File: src/rtl/mem_port_pkg.sv
`default_nettype none
// ============================================================================
// Module      : mem_port_pkg
// Description : Shared types and constants for the word-RAM initiator port.
// Revision    : 1.0 - initial release
// ============================================================================
package mem_port_pkg;

    localparam logic [1:0] SZ_BYTE = 2'b00;
    localparam logic [1:0] SZ_HALF = 2'b01;
    localparam logic [1:0] SZ_WORD = 2'b10;
    localparam logic [1:0] SZ_ILL  = 2'b11;

    // Lane geometry of a 32-bit little-endian word
    localparam int unsigned c_byte_bits = 8;
    localparam int unsigned c_half_bits = 16;
    localparam int unsigned c_word_bits = 32;

    typedef enum logic [1:0] {
        ST_IDLE  = 2'd0,
        ST_READ  = 2'd1,
        ST_WRITE = 2'd2,
        ST_RESP  = 2'd3
    } state_t;

endpackage
`default_nettype wire

File: src/rtl/mem_lane_align.sv
`default_nettype none
// ============================================================================
// Module      : mem_lane_align
// Description : Combinational byte/halfword lane extraction with sign/zero
//               extension, and store-data merge into a RAM word.
// Revision    : 1.0 - initial release
// ============================================================================
module mem_lane_align
    import mem_port_pkg::*;
(
    input  logic [1:0]             addr_lo,
    input  logic [1:0]             size,
    input  logic                   is_signed,
    input  logic [c_word_bits-1:0] ram_word,
    input  logic [c_word_bits-1:0] store_data,
    output logic [c_word_bits-1:0] load_data,
    output logic [c_word_bits-1:0] merged_word
);

    logic [c_byte_bits-1:0] w_byte;
    logic [c_half_bits-1:0] w_half;

    always_comb begin
        case (addr_lo)
            2'd0:    w_byte = ram_word[7:0];
            2'd1:    w_byte = ram_word[15:8];
            2'd2:    w_byte = ram_word[23:16];
            default: w_byte = ram_word[31:24];
        endcase
        w_half = addr_lo[1] ? ram_word[31:16] : ram_word[15:0];

        load_data   = ram_word;
        merged_word = ram_word;
        case (size)
            SZ_BYTE: begin
                load_data = {{24{is_signed & w_byte[7]}}, w_byte};
                case (addr_lo)
                    2'd0:    merged_word[7:0]   = store_data[7:0];
                    2'd1:    merged_word[15:8]  = store_data[7:0];
                    2'd2:    merged_word[23:16] = store_data[7:0];
                    default: merged_word[31:24] = store_data[7:0];
                endcase
            end
            SZ_HALF: begin
                load_data = {{16{is_signed & w_half[15]}}, w_half};
                if (addr_lo[1]) merged_word[31:16] = store_data[15:0];
                else            merged_word[15:0]  = store_data[15:0];
            end
            default: begin
                load_data   = ram_word;
                merged_word = store_data;
            end
        endcase
    end

endmodule
`default_nettype wire

File: src/rtl/mem_port_master.sv
`default_nettype none
// ============================================================================
// Module      : mem_port_master
// Description : Byte-addressed load/store initiator for a single-port word
//               RAM, with read-modify-write for sub-word stores.
//               Optional: MEM_PORT_ALIGN_CHECK_EN reports misaligned / illegal
//               size requests through resp_err instead of force-aligning.
// Revision    : 1.0 - initial release
// ============================================================================
module mem_port_master
    import mem_port_pkg::*;
#(
    parameter int WIDTH      = 32,
    parameter int ADDR_WIDTH = 10
) (
    input  logic                  clk,
    input  logic                  reset,
    input  logic                  req_valid,
    output logic                  req_ready,
    input  logic                  req_write,
    input  logic [1:0]            req_size,
    input  logic                  req_signed,
    input  logic [31:0]           req_addr,
    input  logic [WIDTH-1:0]      req_wdata,
    output logic                  resp_valid,
    output logic [WIDTH-1:0]      resp_rdata,
    output logic                  resp_err,
    output logic                  ram_write,
    output logic [ADDR_WIDTH-1:0] ram_addr,
    output logic [WIDTH-1:0]      ram_wdata,
    input  logic [WIDTH-1:0]      ram_rdata
);

    state_t           r_state;
    logic             r_write;
    logic             r_signed;
    logic [1:0]       r_size;
    logic [1:0]       r_addr_lo;
    logic [WIDTH-1:0] r_wdata;
    logic             r_ram_write;

    logic             w_accept;
    logic             w_err;
    logic [1:0]       w_size_eff;
    logic [1:0]       w_addr_lo_eff;
    logic [WIDTH-1:0] w_load_data;
    logic [WIDTH-1:0] w_merged;
    logic             w_addr_hi_unused;

    // Address bits above the RAM index are intentionally dropped (wrap-around)
    assign w_addr_hi_unused = ^req_addr[31:ADDR_WIDTH+2];

    assign req_ready = (r_state == ST_IDLE) && !reset;
    assign w_accept  = req_valid && req_ready;
    assign ram_write = r_ram_write && !reset;

`ifdef MEM_PORT_ALIGN_CHECK_EN
    always_comb begin
        w_size_eff    = req_size;
        w_addr_lo_eff = req_addr[1:0];
        case (req_size)
            SZ_BYTE: w_err = 1'b0;
            SZ_HALF: w_err = req_addr[0];
            SZ_WORD: w_err = |req_addr[1:0];
            default: w_err = 1'b1;
        endcase
    end
`else
    // No error reporting: force alignment and fold the illegal size into word
    always_comb begin
        w_err = 1'b0;
        case (req_size)
            SZ_BYTE: begin
                w_size_eff    = SZ_BYTE;
                w_addr_lo_eff = req_addr[1:0];
            end
            SZ_HALF: begin
                w_size_eff    = SZ_HALF;
                w_addr_lo_eff = {req_addr[1], 1'b0};
            end
            default: begin
                w_size_eff    = SZ_WORD;
                w_addr_lo_eff = 2'b00;
            end
        endcase
    end
`endif

    mem_lane_align u_lane_align (
        .addr_lo     (r_addr_lo),
        .size        (r_size),
        .is_signed   (r_signed),
        .ram_word    (ram_rdata),
        .store_data  (r_wdata),
        .load_data   (w_load_data),
        .merged_word (w_merged)
    );

    always_ff @(posedge clk) begin
        if (reset) begin
            r_state     <= ST_IDLE;
            r_write     <= 1'b0;
            r_signed    <= 1'b0;
            r_size      <= SZ_BYTE;
            r_addr_lo   <= 2'b00;
            r_wdata     <= '0;
            r_ram_write <= 1'b0;
            resp_valid  <= 1'b0;
            resp_rdata  <= '0;
            resp_err    <= 1'b0;
            ram_addr    <= '0;
            ram_wdata   <= '0;
        end else begin
            resp_valid  <= 1'b0;
            r_ram_write <= 1'b0;
            case (r_state)
                ST_IDLE: begin
                    if (w_accept) begin
                        r_write   <= req_write;
                        r_signed  <= req_signed;
                        r_size    <= w_size_eff;
                        r_addr_lo <= w_addr_lo_eff;
                        r_wdata   <= req_wdata;
                        if (w_err) begin
                            resp_valid <= 1'b1;
                            resp_err   <= 1'b1;
                            resp_rdata <= '0;
                            r_state    <= ST_RESP;
                        end else if (!req_write || (w_size_eff != SZ_WORD)) begin
                            ram_addr <= req_addr[ADDR_WIDTH+1:2];
                            r_state  <= ST_READ;
                        end else begin
                            ram_addr    <= req_addr[ADDR_WIDTH+1:2];
                            ram_wdata   <= req_wdata;
                            r_ram_write <= 1'b1;
                            r_state     <= ST_WRITE;
                        end
                    end
                end
                ST_READ: begin
                    if (r_write) begin
                        ram_wdata   <= w_merged;
                        r_ram_write <= 1'b1;
                        r_state     <= ST_WRITE;
                    end else begin
                        resp_valid <= 1'b1;
                        resp_err   <= 1'b0;
                        resp_rdata <= w_load_data;
                        r_state    <= ST_RESP;
                    end
                end
                ST_WRITE: begin
                    resp_valid <= 1'b1;
                    resp_err   <= 1'b0;
                    resp_rdata <= '0;
                    r_state    <= ST_RESP;
                end
                ST_RESP: begin
                    r_state <= ST_IDLE;
                end
            endcase
        end
    end

endmodule
`default_nettype wire

File: config.mk
export PLATFORM = sky130hd
export DESIGN_NAME = mem_port_master
export DESIGN_NICKNAME = d
export VERILOG_FILES = /design/src/rtl/mem_port_pkg.sv /design/src/rtl/mem_lane_align.sv /design/src/rtl/mem_port_master.sv
export SDC_FILE = /design/constraint.sdc
export NUM_CORES = 1
export LEC_CHECK = 0
export ABC_AREA = 1
export CORE_MARGIN = 2
export CORE_UTILIZATION = 45
export DETAILED_ROUTE_END_ITERATION = 10
export GPL_ROUTABILITY_DRIVEN = 0
export HOLD_SLACK_MARGIN = 0.03
export PLACE_DENSITY_LB_ADDON = 0.2
export SLEW_MARGIN = 20
export SYNTH_ARGS = -nofsm -noshare
export SYNTH_HDL_FRONTEND = slang
export SYNTH_HIERARCHICAL = 1
export SYNTH_SLANG_ARGS = --single-unit
File: constraint.sdc
create_clock -name clk -period 2.4 [get_ports clk]
set_clock_uncertainty 0.2 [all_clocks]
set_input_delay 0.24 -clock clk [delete_from_list [all_inputs] [get_ports clk]]
set_output_delay 0.24 -clock clk [all_outputs]
set_load 0.02 [all_outputs]
==> out/qor.csv, run 1 <==
metric,value,unit
status,"finished, final reports clean",
I/O pin cnt,181,
Syn Nets,1133,
Inserted Clock Buffers,17,
worst hold slack,165,ps
Syn Inst Count,1026,
Routed wire per std cell,14.8,um
DRT iter0 DRCs,591,
Synthesis Warnings,6,
Sequential Power Share,0.302,
register area share after synthesis,0.352,
largest net degree at the start of global routing,50,
hold path cells,3,
first-pass GRT wire length,32.1,mm
"antenna viol nets, final",0,
final worst-path cycle share,0.908,
Worst EP arrival,2290,ps
Critical Path End Type,flop,
GRT busiest layer,met2,
"Slew Viols, Final",0,
R2R depth,10,
hold_sp,req_addr[2],
number of I/O port buffers,159,
Layout Area Growth over Synthesis,32.5,%
Die ar.,0.0156,mm2
r2r endpoint,ram_wdata[31],
vias in the first global route,6426,
crit start category,flop,
Root Buffer,clkbuf_16,
"commonest non-fill, non-tap cells in the layout","nand2_1 (342), clkdlybuf4s50_1 (158), nand3_1 (122), dfxtp_1 (116), a21oi_1 (106)",
critical-path cell list,nand2_4 > clkinv_1 > o21ai_0 > nand3_1 > nand2_1 > inv_1 > a21oi_1 > nand3_1 > nand2_1 > nor2_1,
Clock Power Share,0.267,
RSZ-0062 raised after global routing,no,
Clock transition at path regs,50,ps
Max-Cap Viols,0,
CTS sink cnt,116,
WP data required,2510,ps
cell-internal power,5.39,mW
Syn Area/Cell,6.43,um2
global routing usage on met3,0.0740,
slew margin rel.,0.529,
"commonest non-fill, non-tap cell in the layout",nand2_1,
Buf/Inv on CP,2,
CTS tree,done,
cell family with most CP delay,simple AND/OR/NAND/NOR gates,
Total GRT Usage,0.251,
hold endpoint,ram_addr[0],
Combinational Power Share,0.431,
Slew @ Worst Pin,705,ps
Initial Util,0.457,
final setup fails,0,
top_reg_cell synth,dfxtp_1,
leakage power,4.07,nW
nets,1263,
Synth Register Bits,116,
H-tree levels,4,
placed insts,1321,
Bufs on Longest Clock Path,2,
grt met1 use,0.334,
DPL Wire Length,14.4,mm
flop2flop setup slack,220,ps
met2 Use GR,0.393,
# hold bufs at CTS,0,
Netlist Area Pre-Place,0.00659,mm2
share of post-route cells with drive strength above 1,0.0875,
# DRC,0,
Vias/cell,5.26,
drt pass-1 iters,5,
Layout Utilization,0.606,
ys async rst share,0,
Psw,3.48,mW
largest fanout on the critical path,16,
peak supply drop,0.000993,V
switching share of power,0.392,
post-detailed-routing wire length,20.0,mm
core area,0.0144,mm2
hold crit path type,in -> reg,
clock insertion delay at the later pin of the skew report,420,ps
CP max-delay cell,dfxtp_1,
Final Hold Fails,0,
gr ovfl total,0,
Achievable Freq,459,MHz
width of the die,125,um
Post-synth EDFFs,0,
routed vias,7099,
Synth cell types,34,
reg-to-reg critical path startpoint,r_addr_lo[0],
die height,125,um
initial antenna violation count,0,
Layout fillers,1413,
Final Instance Count excl. Fillers,1350,
Slowest Stage Delay on Critical Path,400,ps
final critical-path required period,2180,ps
power density cells,1020,mW/mm2
n_diodes,0,
total power draw,8.88,mW
setup TNS,0,ps
row count,44,
Setup Crit Path Kind,reg -> reg,
## metrics by stage
stage	instance area (um2)	worst slack [ps]
after global placement	8180	131
final	8740	220
after global routing	8740	50.3
after floorplan	6590	709
after CTS	8730	44.9
after detailed placement	8180	117
## tightest hold or removal path, delay by kind of cell
family,cells,cell delay (ps)
buf+inv,1,390
simple gates,2,100
## cell families (layout without fill, tap and decap cells)
logic type / count (synthesis) / count (layout) / share of synthesized area
other: 1 / 1 / 0.000569
flip-flops: 116 / 116 / 0.352
AO/OA/AOI/OAI: 156 / 156 / 0.128
buffers and inverters: 141 / 281 / 0.106
adder cells (fa/ha/maj): 4 / 4 / 0.00759
AND/OR/NAND/NOR: 608 / 608 / 0.406
## final cells by class
class	count	area [um2]	area share
multi-input cells	769	3570	0.409
flip-flops and latches	116	2320	0.266
repair buffers	181	1780	0.204
clock buffers	24	502	0.0574
inverters	71	274	0.0314
well taps	184	230	0.0263
clock inverters	5	50.0	0.00573
## registers in the layout, summed over array words and instances (netlist names)
| name | flops |
|---|---|
| ram_wdata | 32 |
| resp_rdata | 32 |
| r_state | 2 |
| ram_addr | 10 |
| r_wdata | 32 |
| r_addr_lo | 2 |
| r_write | 1 |
| resp_valid | 1 |
| r_size | 2 |
| r_ram_write | 1 |
| r_signed | 1 |
## worst max-delay path by stage
stage                     depth (start not counted)       endpoint         start
final                                            10  ram_wdata[31]  r_addr_lo[0]
after global routing                             10  ram_wdata[31]  r_addr_lo[1]
after CTS                                         5      req_ready    r_state[0]
after detailed placement                          7      r_size[0]         reset
after global placement                            7      r_size[0]         reset
after floorplan                                  13  ram_wdata[23]  r_addr_lo[0]
## Yosys cell counts, types with 4 or more instances
master,n,area [um2]
nand2_1,342,1280
nand3_1,122,611
dfxtp_1,116,2320
a21oi_1,106,531
nor2_1,96,360
inv_1,58,218
o21ai_0,31,155
buf_2,26,130
nand3_2,22,220
buf_4,16,120
clkbuf_1,16,60.1
o211ai_1,12,90.1
buf_6,9,101
inv_2,9,33.8
nor3_1,8,40.0
nor2_2,6,37.5
ha_1,4,50.1
## timing repair
item	4_1_cts	5_1_grt
setup buffers	0	0
setup endpoints to repair	0	1
gates resized for setup	0	1
## power groups by stage
stage	Sequential, mW	Clock [mW]	Combinational, mW
floorplan	3.02	0	2.33
global placement	2.70	0	3.78
global route	2.73	2.50	4.25
CTS	2.68	2.40	3.83
finish	2.68	2.37	3.82
detailed placement	2.71	0	3.80
## layer usage
layer | vias up | part of all wire
li1 | 3554 | -
met1 | 3283 | 0.45
met2 | 232 | 0.46
met3 | 30 | 0.075
met4 | 0 | 0.017
met5 | - | 0
Note: power is estimated with default switching activity, not from simulation.
==> run 2: changes to the inputs <==
--- a/config.mk
+++ b/config.mk
@@ -12,7 +12,6 @@
 export GPL_ROUTABILITY_DRIVEN = 0
 export HOLD_SLACK_MARGIN = 0.03
 export PLACE_DENSITY_LB_ADDON = 0.2
-export SLEW_MARGIN = 20
 export SYNTH_ARGS = -nofsm -noshare
 export SYNTH_HDL_FRONTEND = slang
 export SYNTH_HIERARCHICAL = 1
==> results of run 2 <==
Same layout as run 1: the final DEF is identical, and so are final timing and power.
==> run 3: changes to the inputs <==
--- a/config.mk
+++ b/config.mk
@@ -7,7 +7,7 @@
 export LEC_CHECK = 0
 export ABC_AREA = 1
 export CORE_MARGIN = 2
-export CORE_UTILIZATION = 45
+export CORE_UTILIZATION = 44
 export DETAILED_ROUTE_END_ITERATION = 10
 export GPL_ROUTABILITY_DRIVEN = 0
 export HOLD_SLACK_MARGIN = 0.03
==> constraint.sdc (replaced) <==
create_clock -name clk -period 1.8 [get_ports clk]
set_clock_uncertainty 0.2 [all_clocks]
set_input_delay 0.18 -clock clk [delete_from_list [all_inputs] [get_ports clk]]
set_output_delay 0.18 -clock clk [all_outputs]
set_load 0.02 [all_outputs]
==> run 3 against run 2 <==
  * The flow now finishes with violations (negative setup slack)
  * Sequential share of layout area decreased by 3.4 points
  * Global-route usage grew 2.1 points
  * Hold slack lost 73 ps
  * Power up 60%
==> out/qor.csv, run 3 (same netlist as run 1, synthesis figures left out) <==
metric,value,unit,change
Combinational Power Share,0.483,,was 0.431
placed insts,1389,,was 1321
"commonest non-fill, non-tap cells in the layout","nand2_1 (328), clkdlybuf4s50_1 (155), nand3_1 (116), dfxtp_1 (110), nor2_1 (94)",,"was nand2_1 (342), clkdlybuf4s50_1 (158), nand3_1 (122), dfxtp_1 (116), a21oi_1 (106)"
"antenna viol nets, final",0,,unchanged
number of I/O port buffers,159,,unchanged
crit start category,flop,,unchanged
critical-path cell list,buf_12 > buf_6 > nor2_8 > nor2_1 > o211ai_1 > nand2_1 > inv_1 > a21oi_1 > nand3_1 > nand2_1 > nor2_1,,was nand2_4 > clkinv_1 > o21ai_0 > nand3_1 > nand2_1 > inv_1 > a21oi_1 > nand3_1 > nand2_1 > nor2_1
clock insertion delay at the later pin of the skew report,430,ps,was 420 ps
Buf/Inv on CP,3,,was 2
Clock transition at path regs,50,ps,about the same
routed vias,7675,,was 7099
FF/Latch Area,0.00233,mm2,was 0.00232 mm2
status,"finished, violations left",,"was finished, final reports clean"
worst hold slack,92.6,ps,was 165 ps
cell family with most CP delay,simple AND/OR/NAND/NOR gates,,unchanged
Clock Power Share,0.263,,was 0.267
n_diodes,0,,unchanged
"commonest non-fill, non-tap cell in the layout",nand2_1,,unchanged
I/O pin cnt,181,,unchanged
row count,44,,unchanged
DPL Wire Length,15.2,mm,was 14.4 mm
vias in the first global route,6954,,was 6426
CTS sink cnt,116,,unchanged
gr ovfl total,0,,unchanged
Layout Area Growth over Synthesis,52.9,%,was 32.5%
final setup fails,7,,was 0
CP max-delay cell,dfxtp_2,,was dfxtp_1
Bufs on Longest Clock Path,2,,unchanged
area occupied by multi-input gates,0.00387,mm2,was 0.00357 mm2
Max-Cap Viols,0,,unchanged
power density cells,1410,mW/mm2,was 1020 mW/mm2
"Slew Viols, Final",0,,unchanged
final worst-path cycle share,1.02,,was 0.908
# DRC,0,,unchanged
setup TNS,-115,ps,was 0 ps
Initial Util,0.452,,was 0.457
final critical-path required period,1840,ps,was 2180 ps
die height,126,um,was 125 um
width of the die,126,um,was 125 um
Routed wire per std cell,16.1,um,was 14.8 um
Root Buffer,clkbuf_16,,unchanged
Slowest Stage Delay on Critical Path,330,ps,was 400 ps
Sequential Power Share,0.254,,was 0.302
initial antenna violation count,0,,unchanged
WP data required,1970,ps,was 2510 ps
drt pass-1 iters,7,,was 5
Final Instance Count excl. Fillers,1440,,was 1350
failing checks,negative setup slack,,
largest net degree at the start of global routing,55,,was 50
share of post-route cells with drive strength above 1,0.201,,was 0.0875
Worst EP arrival,2010,ps,was 2290 ps
final setup margin,-37.8,ps,was 220 ps
Layout fillers,1190,,was 1413
RSZ-0062 raised after global routing,yes,,was no
switching share of power,0.385,,was 0.392
Final Hold Fails,0,,unchanged
post-detailed-routing wire length,23.2,mm,was 20.0 mm
largest registers,"r_wdata x32, ram_wdata x32, resp_rdata x32",,unchanged
Total GRT Usage,0.272,,was 0.251
DRT iter0 DRCs,822,,was 591
cell-internal power,8.72,mW,was 5.39 mW
Achievable Freq,544,MHz,was 459 MHz
Die ar.,0.0160,mm2,was 0.0156 mm2
Critical Path End Type,flop,,unchanged
Psw,5.47,mW,was 3.48 mW
Inserted Clock Buffers,17,,unchanged
Setup Crit Path Kind,reg -> reg,,unchanged
first-pass GRT wire length,34.7,mm,was 32.1 mm
Vias/cell,5.33,,was 5.26
leakage power,4.71,nW,was 4.07 nW
H-tree levels,4,,unchanged
post-route cell area,0.0101,mm2,was 0.00874 mm2
peak supply drop,0.00114,V,was 0.000993 V
largest fanout on the critical path,8,,was 16
hold crit path type,in -> reg,,unchanged
# hold bufs at CTS,0,,unchanged
nets,1350,,was 1263
core area,0.0146,mm2,was 0.0144 mm2
placed cell areas,0.00881,mm2,was 0.00818 mm2
Layout Utilization,0.691,,was 0.606
flop2flop setup slack,-40,ps,was 220 ps
CTS tree,done,,unchanged
==> run 3: cell count changes in the layout (fill, tap and decap cells not counted), moves of 7 or more <==
cell and delta:
o21ai_1 +7, nand2_2 +10, nand2_1 -14, a21oi_2 +20, buf_4 +51, o21ai_0 -7, nor2_4 +7, a21oi_1 -20
buf_12 +14, buf_6 +13
==> run 3: layout make-up <==
cell class | count | share of cell area
clock buffers | 21 | 0.0457
clock inverters | 11 | 0.0179
inverters | 71 | 0.0287
multi-input cells | 772 | 0.384
flip-flops and latches | 116 | 0.231
well taps | 184 | 0.0228
repair buffers | 265 | 0.270
==> run 3: through the flow <==
stage                     total power, mW  worst slack, ps
final                                14.2            -37.8
after global routing                 14.9             -136
after CTS                            13.6            -1.33
after detailed placement             9.16             -208
after global placement               9.11             -172
after floorplan                      7.14              109
==> run 3: final timing paths <==
check | endpoint | start | cells past startpoint
max | ram_wdata[4] | r_addr_lo[1] | 11
min | ram_addr[1] | req_addr[3] | 3
max reg2reg | ram_wdata[4] | r_addr_lo[1] | 11
min reg2reg | ram_addr[8] | ram_addr[8] | 2
==> run 3: what timing repair did <==
action | in CTS | in global routing
setup endpoints to repair | 57 | 101
hold endpoints to repair | 0 | 0
gates cloned | 4 | 5
pin swaps | 4 | 30
buffers inserted | 5 | 5
resized for setup | 27 | 86
==> run 3: layer usage <==
layer  global-route usage  wire, um
met1                0.352      9840
met2                0.436     10700
met3               0.0683      2060
met4                0.107       602
met5                    0         0
==> run 3: power groups by stage <==
stage	clock network [mW]	registers (mW)	logic (mW)
2_1_floorplan	0	4.03	3.11
3_5_place_dp	0	3.62	5.55
4_1_cts	3.77	3.59	6.26
3_3_place_gp	0	3.61	5.49
5_1_grt	3.88	3.66	7.37
6_report	3.73	3.61	6.86
==> run 3: worst min-delay path: stages <==
cell	delay [ps]
clkdlybuf4s50_1	390
nand2_1	60
nand2_1	40
